**src/rtl/ps2_pkg.sv**
```systemverilog
// Shared types and constants for the PS/2 keyboard receiver.
package ps2_pkg;

  // Frame receiver state: start bit seen -> 8 data bits -> parity -> stop.
  typedef enum logic [1:0] {
    IDLE   = 2'd0,
    DATA   = 2'd1,
    PARITY = 2'd2,
    STOP   = 2'd3
  } frame_state_e;

  // Scan-code prefixes that modify the following code rather than emit an event.
  localparam logic [7:0] PS2_EXT = 8'hE0;
  localparam logic [7:0] PS2_BRK = 8'hF0;

endpackage

```
**src/rtl/ps2_frame_rx.sv**
```systemverilog
// PS/2 byte receiver: input synchronizers, clock glitch filter, frame FSM, timeout.
module ps2_frame_rx
  import ps2_pkg::*;
#(
  parameter int unsigned TIMEOUT_CYCLES = 50000,
  parameter int unsigned FILTER_LEN     = 4
) (
  input  logic       clk,
  input  logic       reset,
  input  logic       ps2_kd,
  input  logic       ps2_kc,
  output logic [7:0] rx_byte,
  output logic       byte_ready,
  output logic       frame_err
);

  localparam int unsigned TO_W = $clog2(TIMEOUT_CYCLES);
  localparam int unsigned FL_W = $clog2(FILTER_LEN + 1);

  logic            kd_s1_q, kd_s2_q, kc_s1_q, kc_s2_q;
  logic [FL_W-1:0] flt_cnt_q, flt_cnt_d;
  logic            kc_flt_q, kc_flt_d;
  logic            fall_q, fall_d;
  logic            kd_bit_q, kd_bit_d;
  frame_state_e    state_q, state_d;
  logic [7:0]      shift_q, shift_d;
  logic [2:0]      bit_cnt_q, bit_cnt_d;
  logic            par_q, par_d;
  logic [TO_W-1:0] to_cnt_q, to_cnt_d;
  logic [7:0]      rx_byte_q, rx_byte_d;
  logic            byte_ready_q, byte_ready_d;
  logic            frame_err_q, frame_err_d;

  // Filter: the filtered clock follows the synced line only after FILTER_LEN
  // consecutive disagreeing samples; data is captured at the same instant.
  always_comb begin
    flt_cnt_d = flt_cnt_q;
    kc_flt_d  = kc_flt_q;
    fall_d    = 1'b0;
    kd_bit_d  = kd_bit_q;
    if (kc_s2_q == kc_flt_q) begin
      flt_cnt_d = '0;
    end else if (flt_cnt_q == FL_W'(FILTER_LEN - 1)) begin
      flt_cnt_d = '0;
      kc_flt_d  = kc_s2_q;
      fall_d    = ~kc_s2_q;
      kd_bit_d  = kd_s2_q;
    end else begin
      flt_cnt_d = flt_cnt_q + FL_W'(1);
    end
  end

  // Frame FSM next state; a timeout outranks a fall arriving in the same cycle.
  always_comb begin
    state_d      = state_q;
    shift_d      = shift_q;
    bit_cnt_d    = bit_cnt_q;
    par_d        = par_q;
    rx_byte_d    = rx_byte_q;
    byte_ready_d = 1'b0;
    frame_err_d  = 1'b0;
    to_cnt_d     = (state_q == IDLE) ? '0 : to_cnt_q + TO_W'(1);
    if (state_q != IDLE && to_cnt_q == TO_W'(TIMEOUT_CYCLES - 1)) begin
      state_d     = IDLE;
      frame_err_d = 1'b1;
      to_cnt_d    = '0;
      bit_cnt_d   = '0;
      shift_d     = '0;
    end else if (fall_q) begin
      to_cnt_d = '0;
      case (state_q)
        IDLE: begin
          if (!kd_bit_q) begin
            state_d   = DATA;
            bit_cnt_d = '0;
          end
        end
        DATA: begin
          shift_d   = {kd_bit_q, shift_q[7:1]};
          bit_cnt_d = bit_cnt_q + 3'd1;
          if (bit_cnt_q == 3'd7) state_d = PARITY;
        end
        PARITY: begin
          par_d   = kd_bit_q;
          state_d = STOP;
        end
        STOP: begin
          state_d = IDLE;
          if (kd_bit_q && (^{shift_q, par_q})) begin
            byte_ready_d = 1'b1;
            rx_byte_d    = shift_q;
          end else begin
            frame_err_d = 1'b1;
          end
        end
        default: state_d = IDLE;
      endcase
    end
  end

  // State registers; lines idle high so synchronizers reset to 1.
  always_ff @(posedge clk or posedge reset) begin
    if (reset) begin
      kd_s1_q      <= 1'b1;
      kd_s2_q      <= 1'b1;
      kc_s1_q      <= 1'b1;
      kc_s2_q      <= 1'b1;
      flt_cnt_q    <= '0;
      kc_flt_q     <= 1'b1;
      fall_q       <= 1'b0;
      kd_bit_q     <= 1'b0;
      state_q      <= IDLE;
      shift_q      <= '0;
      bit_cnt_q    <= '0;
      par_q        <= 1'b0;
      to_cnt_q     <= '0;
      rx_byte_q    <= '0;
      byte_ready_q <= 1'b0;
      frame_err_q  <= 1'b0;
    end else begin
      kd_s1_q      <= ps2_kd;
      kd_s2_q      <= kd_s1_q;
      kc_s1_q      <= ps2_kc;
      kc_s2_q      <= kc_s1_q;
      flt_cnt_q    <= flt_cnt_d;
      kc_flt_q     <= kc_flt_d;
      fall_q       <= fall_d;
      kd_bit_q     <= kd_bit_d;
      state_q      <= state_d;
      shift_q      <= shift_d;
      bit_cnt_q    <= bit_cnt_d;
      par_q        <= par_d;
      to_cnt_q     <= to_cnt_d;
      rx_byte_q    <= rx_byte_d;
      byte_ready_q <= byte_ready_d;
      frame_err_q  <= frame_err_d;
    end
  end

  assign rx_byte    = rx_byte_q;
  assign byte_ready = byte_ready_q;
  assign frame_err  = frame_err_q;

endmodule

```
**src/rtl/ps2_keyboard_rx.sv**
```systemverilog
// PS/2 keyboard receiver: byte reception plus E0/F0 prefix decoding into key events.
module ps2_keyboard_rx
  import ps2_pkg::*;
#(
  parameter int unsigned TIMEOUT_CYCLES = 50000,
  parameter int unsigned FILTER_LEN     = 4
) (
  input  logic       clk,
  input  logic       reset,
  input  logic       PS2KD,
  input  logic       PS2KC,
  output logic [7:0] key_code,
  output logic       key_ext,
  output logic       key_release,
  output logic       key_valid,
  output logic       frame_err
);

  logic [7:0] rx_byte_w;
  logic       byte_ready_w;
  logic       frame_err_w;

  logic [7:0] key_code_q, key_code_d;
  logic       key_ext_q, key_ext_d;
  logic       key_release_q, key_release_d;
  logic       key_valid_q, key_valid_d;
  logic       ext_pend_q, ext_pend_d;
  logic       brk_pend_q, brk_pend_d;

  ps2_frame_rx #(
    .TIMEOUT_CYCLES(TIMEOUT_CYCLES),
    .FILTER_LEN    (FILTER_LEN)
  ) u_frame (
    .clk       (clk),
    .reset     (reset),
    .ps2_kd    (PS2KD),
    .ps2_kc    (PS2KC),
    .rx_byte   (rx_byte_w),
    .byte_ready(byte_ready_w),
    .frame_err (frame_err_w)
  );

  // Prefix decoder: E0/F0 arm flags, any other byte emits an event; errors drop prefixes.
  always_comb begin
    key_code_d    = key_code_q;
    key_ext_d     = key_ext_q;
    key_release_d = key_release_q;
    key_valid_d   = 1'b0;
    ext_pend_d    = ext_pend_q;
    brk_pend_d    = brk_pend_q;
    if (frame_err_w) begin
      ext_pend_d = 1'b0;
      brk_pend_d = 1'b0;
    end else if (byte_ready_w) begin
      if (rx_byte_w == PS2_EXT) begin
        ext_pend_d = 1'b1;
      end else if (rx_byte_w == PS2_BRK) begin
        brk_pend_d = 1'b1;
      end else begin
        key_code_d    = rx_byte_w;
        key_ext_d     = ext_pend_q;
        key_release_d = brk_pend_q;
        key_valid_d   = 1'b1;
        ext_pend_d    = 1'b0;
        brk_pend_d    = 1'b0;
      end
    end
  end

  // Output and prefix-flag registers.
  always_ff @(posedge clk or posedge reset) begin
    if (reset) begin
      key_code_q    <= '0;
      key_ext_q     <= 1'b0;
      key_release_q <= 1'b0;
      key_valid_q   <= 1'b0;
      ext_pend_q    <= 1'b0;
      brk_pend_q    <= 1'b0;
    end else begin
      key_code_q    <= key_code_d;
      key_ext_q     <= key_ext_d;
      key_release_q <= key_release_d;
      key_valid_q   <= key_valid_d;
      ext_pend_q    <= ext_pend_d;
      brk_pend_q    <= brk_pend_d;
    end
  end

  assign key_code    = key_code_q;
  assign key_ext     = key_ext_q;
  assign key_release = key_release_q;
  assign key_valid   = key_valid_q;
  assign frame_err   = frame_err_w;

endmodule

```
**config.mk**
```make
export PLATFORM = sky130hd
export DESIGN_NAME = ps2_keyboard_rx
export DESIGN_NICKNAME = d
export VERILOG_FILES = /design/src/rtl/ps2_pkg.sv /design/src/rtl/ps2_frame_rx.sv /design/src/rtl/ps2_keyboard_rx.sv
export SDC_FILE = /design/constraint.sdc
export NUM_CORES = 1
export LEC_CHECK = 0
export CORE_UTILIZATION = 62
export CTS_BUF_LIST = sky130_fd_sc_hd__clkbuf_4
export CTS_CLUSTER_SIZE = 10
export DETAILED_ROUTE_END_ITERATION = 12
export PLACE_DENSITY = 0.82
export SLEW_MARGIN = 10
export SYNTH_ARGS = -nofsm -noshare
export SYNTH_HDL_FRONTEND = slang
export SYNTH_SLANG_ARGS = --single-unit
export TNS_END_PERCENT = 100
```
**constraint.sdc**
```tcl
create_clock -name clk -period 4.2 [get_ports clk]
set_clock_uncertainty 0.05 [all_clocks]
set_input_delay 1.05 -clock clk [delete_from_list [all_inputs] [get_ports clk]]
set_output_delay 1.05 -clock clk [all_outputs]
set_load 0.02 [all_outputs]
```
; Word-level counts from Yosys, hierarchy flattened
; Index checks and enable logic that the tools add are counted.
[totals]
register_bits = 63
in_bits = 4
word_cells = 101
[classes]
n_addsub = 3
eq_ne = 13
n_mux = 39
bitwise = 6
n_reduce_logical = 18
[op_table]
columns = operator, count
row1 = 16-bit 2-to-1 mux, 3
row2 = 8-bit 2-to-1 mux, 3
row3 = 1-bit 2-to-1 mux, 22
row4 = "16-bit by 1-bit adder with 16-bit output, second input constant", 1
row5 = "16-bit == test, second input constant", 1
row6 = "8-bit == test, second input constant", 2
row7 = 3-bit 2-to-1 mux, 5
row8 = 3-bit AND reduction, 3
row9 = 9-bit XOR reduction, 1
row10 = 2-bit 2-to-1 mux, 4
row11 = 2-bit case mux with 4 select lines, 1
row12 = 2-bit AND reduction, 4
row13 = 4-bit AND reduction, 2
row14 = 2-bit nonzero test, 4
row15 = "3-bit by 1-bit adder with 3-bit output, second input constant", 2
row16 = 1-bit NOT, 6
row17 = 3-bit case mux with 2 select lines, 1
row18 = "2-bit == test, second input constant", 2
row19 = "3-bit by 2-bit == test with 1-bit output, second input constant", 1
row20 = "3-bit == test, second input constant", 1
row21 = "3-bit by 1-bit != test with 1-bit output, second input constant", 1
row22 = "3-bit by 2-bit != test with 1-bit output, second input constant", 1
row23 = "3-bit != test, second input constant", 1
row24 = 3-bit nonzero test, 1
row25 = 5 further kinds, 6

; Logic depth before layout (Yosys ltp)
[depth]
word_depth = 6
ltp_mapped = 9
mapped_depth_nobuf = 7

; By module
; A second synthesis with hierarchy kept.
[unflattened]
hier_cells = 253
hier_area_um2 = 2907.8
[by_module_without_submodules]
columns = mod, instances, cells_per_inst, area_per_inst_um2
row1 = ps2_frame_rx, 1, 214, 2356.0
row2 = ps2_keyboard_rx, 1, 39, 551.8

; Worst setup path after synthesis
; OpenSTA, ideal clock, no wires.
[synth_timing]
path_type = flip-flop to flip-flop
start = register u_frame.state_q[0]
end = register u_frame.to_cnt_q[10]
setup_time_ns = 0.119
arrival_ns = 1.983
required_ns = 4.031
slack_ns = 2.048
path_stages_with_launch = 10
synth_period_minus_slack_ns = 2.152
cell_sequence = dfrtp_1 inv_1 ha_1 nor4_1 nand4b_1 nor4_4 or3_1 clkbuf_2 buf_6 nor2_1
[synth_via]
elab_chain_cells = 4
[synth_lines]
columns = element, line
row1 = "start, declared", ps2_frame_rx.sv:25  ; frame_state_e state_q, state_d;
row2 = "start signal, assigned", ps2_frame_rx.sv:129  ; state_q <= state_d;
row3 = 2-bit logical NOT, ps2_frame_rx.sv:62  ; to_cnt_d = (state_q == IDLE) ? '0 : to_cnt_q + TO_W'(1);
row4 = 16-bit 2-to-1 mux, ps2_frame_rx.sv:62
row5 = 16-bit 2-to-1 mux, ps2_frame_rx.sv:69  ; end else if (fall_q) begin
row6 = 16-bit 2-to-1 mux *, ps2_frame_rx.sv:63  ; if (state_q != IDLE && to_cnt_q == TO_W'(TIMEOUT_CYCLES - 1)) begin
row7 = net u_frame.to_cnt_d[10], ps2_frame_rx.sv:29  ; logic [TO_W-1:0] to_cnt_q, to_cnt_d;
row8 = "end signal, assigned", ps2_frame_rx.sv:133  ; to_cnt_q <= to_cnt_d;
row9 = "end, declared", ps2_frame_rx.sv:29
; The timed path passes the listed nets; every way through them passes the cells marked *.
; A chain may end at the register's enable or synchronous reset.

; Worst setup path after layout
[layout_timing]
start = register u_frame.state_q[0]
end = register u_frame.to_cnt_q[4]
; Same word-level chain as after synthesis.

==> metrics.txt <==
# TYPE chip_impl_metric gauge
chip_impl_info{name="run_status",value="finished clean"} 1
chip_impl_metric{name="met3_wirelength",unit="µm"} 215
chip_impl_metric{name="clk_pin_slew_worst_paths",unit="ps"} 90
chip_impl_metric{name="rows",unit=""} 24
chip_impl_metric{name="tns",unit="ps"} 0
chip_impl_metric{name="worstPathArrival",unit="ps"} 3070
chip_impl_metric{name="clk-insertion-delay-late",unit="ps"} 390
chip_impl_metric{name="power-per-cell-area",unit="nW/µm²"} 435.4
chip_impl_info{name="final_common_cell",value="sky130_fd_sc_hd__dfrtp_1"} 1
chip_impl_metric{name="routed_wire_length_per_instance",unit="µm"} 13.82
chip_impl_metric{name="cts_made_buffers",unit=""} 9
chip_impl_metric{name="number_of_nets_with_antenna_violations_after_detailed_routing",unit=""} 0
chip_impl_metric{name="clk_path_buf_depth",unit=""} 2
chip_impl_metric{name="hold_slack",unit="ps"} 309.5
chip_impl_info{name="cts_root_buf",value="sky130_fd_sc_hd__clkbuf_4"} 1
chip_impl_info{name="worstHoldPathType",value="reg -> reg"} 1
chip_impl_metric{name="numClockSinks",unit=""} 63
chip_impl_info{name="reg2reg_from",value="u_frame.state_q[0]"} 1
chip_impl_info{name="critical_path_class",value="reg -> reg"} 1
chip_impl_metric{name="number_of_hold_buffers_added_after_cts",unit=""} 0
chip_impl_metric{name="yosys_warnings",unit=""} 0
chip_impl_metric{name="gr-usage-all-layers",unit=""} 0.2122
chip_impl_info{name="cp_capture_type",value="register"} 1
chip_impl_metric{name="place.port_buffers",unit=""} 15
chip_impl_metric{name="holdPathStages",unit=""} 0
chip_impl_metric{name="netlist_area",unit="µm²"} 2785
chip_impl_metric{name="layout-area-overhead-vs-synth",unit="%"} 11.37
chip_impl_metric{name="dp.cells",unit=""} 303
chip_impl_metric{name="vias",unit=""} 1804
chip_impl_info{name="critical-path-slowest-cell",value="sky130_fd_sc_hd__nor4_4"} 1
chip_impl_metric{name="die_w",unit="µm"} 69.03
chip_impl_metric{name="seq_area",unit="µm²"} 1583
chip_impl_info{name="most_frequent_cells_in_the_layout",value="58 x sky130_fd_sc_hd__dfrtp_1, 26 x sky130_fd_sc_hd__nor2_1, 22 x sky130_fd_sc_hd__nand2_1"} 1
chip_impl_metric{name="multi_input_area",unit="µm²"} 1136
chip_impl_info{name="grt_setup_unrepaired",value="no"} 1
chip_impl_info{name="cells_taking_the_most_area_after_synthesis",value="sky130_fd_sc_hd__dfrtp_1 52%, sky130_fd_sc_hd__mux2_2 8.5%, sky130_fd_sc_hd__dfstp_2 4.7%"} 1
chip_impl_metric{name="layout.filler_cells",unit=""} 325
chip_impl_metric{name="synth_area_per_cell",unit="µm²"} 11.56
chip_impl_metric{name="dp_hpwl",unit="mm"} 3.013
chip_impl_metric{name="final_min_period_over_clock_period",unit=""} 0.6830
chip_impl_metric{name="synth-seq-cells",unit=""} 63
chip_impl_metric{name="htree_num_levels",unit=""} 3
chip_impl_metric{name="detailed_route_iter0_violations",unit=""} 93
chip_impl_metric{name="static-leakage-power",unit="nW"} 1.454
chip_impl_metric{name="gp_routability_congestion",unit=""} 0.8325
chip_impl_metric{name="async_flop_share",unit=""} 1.000
chip_impl_metric{name="worst_slew_pin_slew",unit="ps"} 982.4
chip_impl_metric{name="drive_above_1_share",unit=""} 0.1685
chip_impl_metric{name="fmax",unit="MHz"} 348.6
chip_impl_info{name="start_kind",value="register"} 1
chip_impl_metric{name="synth.lib_cells_used.distinct",unit=""} 35
chip_impl_metric{name="finalSetupViolCount",unit=""} 0
chip_impl_metric{name="io_pins",unit=""} 16
chip_impl_info{name="worstPathCellList",value="inv_1, ha_1, nor4_1, nand4b_1, nor4_4, or3_1, nor2_1"} 1
chip_impl_metric{name="synth_top_area_frac",unit=""} 0.5211
chip_impl_metric{name="synthesis.nets",unit=""} 253
chip_impl_metric{name="max-vdd-ir-drop",unit="mV"} 0.3470
chip_impl_metric{name="number_of_design_rule_violations_left_after_detail_routing",unit=""} 0
chip_impl_metric{name="layout.cells.non_filler",unit=""} 319
chip_impl_metric{name="ctsResizeCount",unit=""} 0
chip_impl_metric{name="drt_pre_antenna_iters",unit=""} 4
chip_impl_metric{name="wire_length_of_the_first_global_routing_pass",unit="mm"} 7.845
chip_impl_metric{name="die_area",unit="µm²"} 4764
chip_impl_metric{name="post-route-util",unit=""} 0.7173
chip_impl_metric{name="number_of_enable_flip_flop_cells_after_synthesis",unit=""} 0
chip_impl_metric{name="timing.critical_path.required",unit="ps"} 4400
chip_impl_metric{name="met2_routed_wl",unit="mm"} 2.092
chip_impl_info{name="holdPathEnd",value="u_frame.kd_s2_q"} 1
chip_impl_metric{name="synth.yosys.seq_area_share",unit=""} 0.5683
chip_impl_metric{name="totalWireLength",unit="mm"} 4.409
chip_impl_metric{name="ff2ff_path_depth",unit=""} 7
chip_impl_metric{name="timing.final.hold_violations",unit=""} 0
chip_impl_metric{name="reg2reg_setup_slack",unit="ps"} 1330
chip_impl_metric{name="met1Wirelength",unit="mm"} 2.026
chip_impl_metric{name="report.final.slew_viol_count",unit=""} 0
chip_impl_metric{name="layout.nets",unit=""} 274
chip_impl_metric{name="slew_headroom",unit=""} 0.3441
chip_impl_metric{name="post_drt_via_cell_ratio",unit=""} 5.655
chip_impl_info{name="worst_hold_startpoint",value="u_frame.kd_s1_q"} 1
chip_impl_metric{name="min_period",unit="ps"} 2869
chip_impl_metric{name="grt_antenna_before_repair",unit=""} 0
chip_impl_metric{name="insertedDiodeCount",unit=""} 0
chip_impl_metric{name="die_y",unit="µm"} 69.03
chip_impl_metric{name="path_max_fanout",unit=""} 16
chip_impl_metric{name="number_of_buffers_inserted_to_repair_setup_after_cts",unit=""} 0
chip_impl_info{name="yosysTopAreaCell",value="sky130_fd_sc_hd__dfrtp_1"} 1
chip_impl_metric{name="globalRoute.totalOverflow",unit=""} 0
chip_impl_info{name="route.top_layer_used",value="met4"} 1
chip_impl_info{name="synthFlopType",value="sky130_fd_sc_hd__dfrtp_1"} 1
chip_impl_metric{name="starting_density_of_the_core",unit=""} 0.6441
chip_impl_metric{name="drv_cap",unit=""} 0
chip_impl_metric{name="synthesis.instances",unit=""} 241
chip_impl_metric{name="core-area",unit="µm²"} 4324
chip_impl_metric{name="critPathMaxStageDelay",unit="ps"} 710
chip_impl_info{name="rr_endpoint",value="u_frame.to_cnt_q[4]"} 1
chip_impl_metric{name="maximum_number_of_pins_on_one_net_before_global_route_repair",unit=""} 52
chip_impl_info{name="tritoncts",value="done"} 1
chip_impl_metric{name="grt_pass1_vias",unit=""} 1703
## cell usage after synthesis (4+ instances only)
library cell	number
sky130_fd_sc_hd__dfrtp_1	58
sky130_fd_sc_hd__nor3b_1	5
sky130_fd_sc_hd__o21ai_0	4
sky130_fd_sc_hd__inv_1	7
sky130_fd_sc_hd__mux2_2	21
sky130_fd_sc_hd__dfstp_2	5
sky130_fd_sc_hd__nor2_1	26
sky130_fd_sc_hd__nor3_1	4
sky130_fd_sc_hd__xnor2_1	12
sky130_fd_sc_hd__ha_1	8
sky130_fd_sc_hd__nand3_1	16
sky130_fd_sc_hd__nand4_1	4
sky130_fd_sc_hd__nand2_1	22
sky130_fd_sc_hd__a21oi_1	11
sky130_fd_sc_hd__xor2_1	9
## registers in the layout (all words and copies together) (netlist names), 2 cells and up
| register | flops |
|---|---|
| u_frame.bit_cnt_q | 3 |
| u_frame.shift_q | 8 |
| u_frame.rx_byte | 8 |
| u_frame.to_cnt_q | 16 |
| key_code | 8 |
| u_frame.flt_cnt_q | 3 |
| u_frame.state_q | 2 |
## critical path: cells and delay by family, from the launching register on
family                     cells  cell delay (ps)
buffers and inverters          1              100
DFF                            1              420
and+or+nand+nor                5             1890
adders and majority gates      1              280
## metal layers
layer | GRT usage | up-vias
met3 | 0.07018 | 7
met4 | 0.08844 | 0
met2 | 0.3215 | 50
met1 | 0.2823 | 878
met5 | 0 | -
li1 | - | 869
## through the flow
| step | power [W] | cell area [µm²] | setup WS [ps] |
|---|---|---|---|
| detailed placement | 0.0009784 | 2975 | 1353 |
| global route | 0.001427 | 3102 | 1084 |
| floorplan | 0.0009279 | 2785 | 1539 |
| global placement | 0.0009597 | 2975 | 1528 |
| CTS | 0.001359 | 3102 | 1347 |
| finish | 0.001351 | 3102 | 1331 |
## cell families after synthesis
group | share of synthesized area
xor gates and xnor gates | 0.07412
AOI/OAI and AO/OA | 0.04493
buffers and inverters | 0.02381
adders and majority gates | 0.03594
muxes | 0.08491
DFF | 0.5683
and+or+nand+nor | 0.1680
## final cells by class
type | count | area share
multi-input cells | 164 | 0.3663
clock buffers | 10 | 0.02420
flip-flops and latches | 63 | 0.5103
repair buffers | 17 | 0.05325
clock inverters | 6 | 0.01654
inverters | 7 | 0.008471
well taps | 52 | 0.02098
## report_power, final
group	total (W)	leakage, nW	internal (W)	switching (W)
Sequential	0.000726	0.848	0.000666	0.0000603
Clock	0.000384	0.0727	0.000181	0.000203
Combinational	0.000241	0.534	0.0000976	0.000143
Total	0.00135	1.45	0.000944	0.000406
## worst max-delay path by stage
stage | depth (start not counted) | end | slack (ps) | startpoint
after global placement | 7 | u_frame.to_cnt_q[10] | 1530 | u_frame.state_q[0]
after detailed placement | 7 | u_frame.to_cnt_q[14] | 1350 | u_frame.state_q[0]
after floorplan | 1 | brk_pend_q | 1540 | reset
after CTS | 7 | u_frame.to_cnt_q[4] | 1350 | u_frame.state_q[0]
final | 7 | u_frame.to_cnt_q[4] | 1330 | u_frame.state_q[0]
after global routing | 7 | u_frame.to_cnt_q[4] | 1080 | u_frame.state_q[0]
No activity file was read; power rests on OpenSTA's default activity.
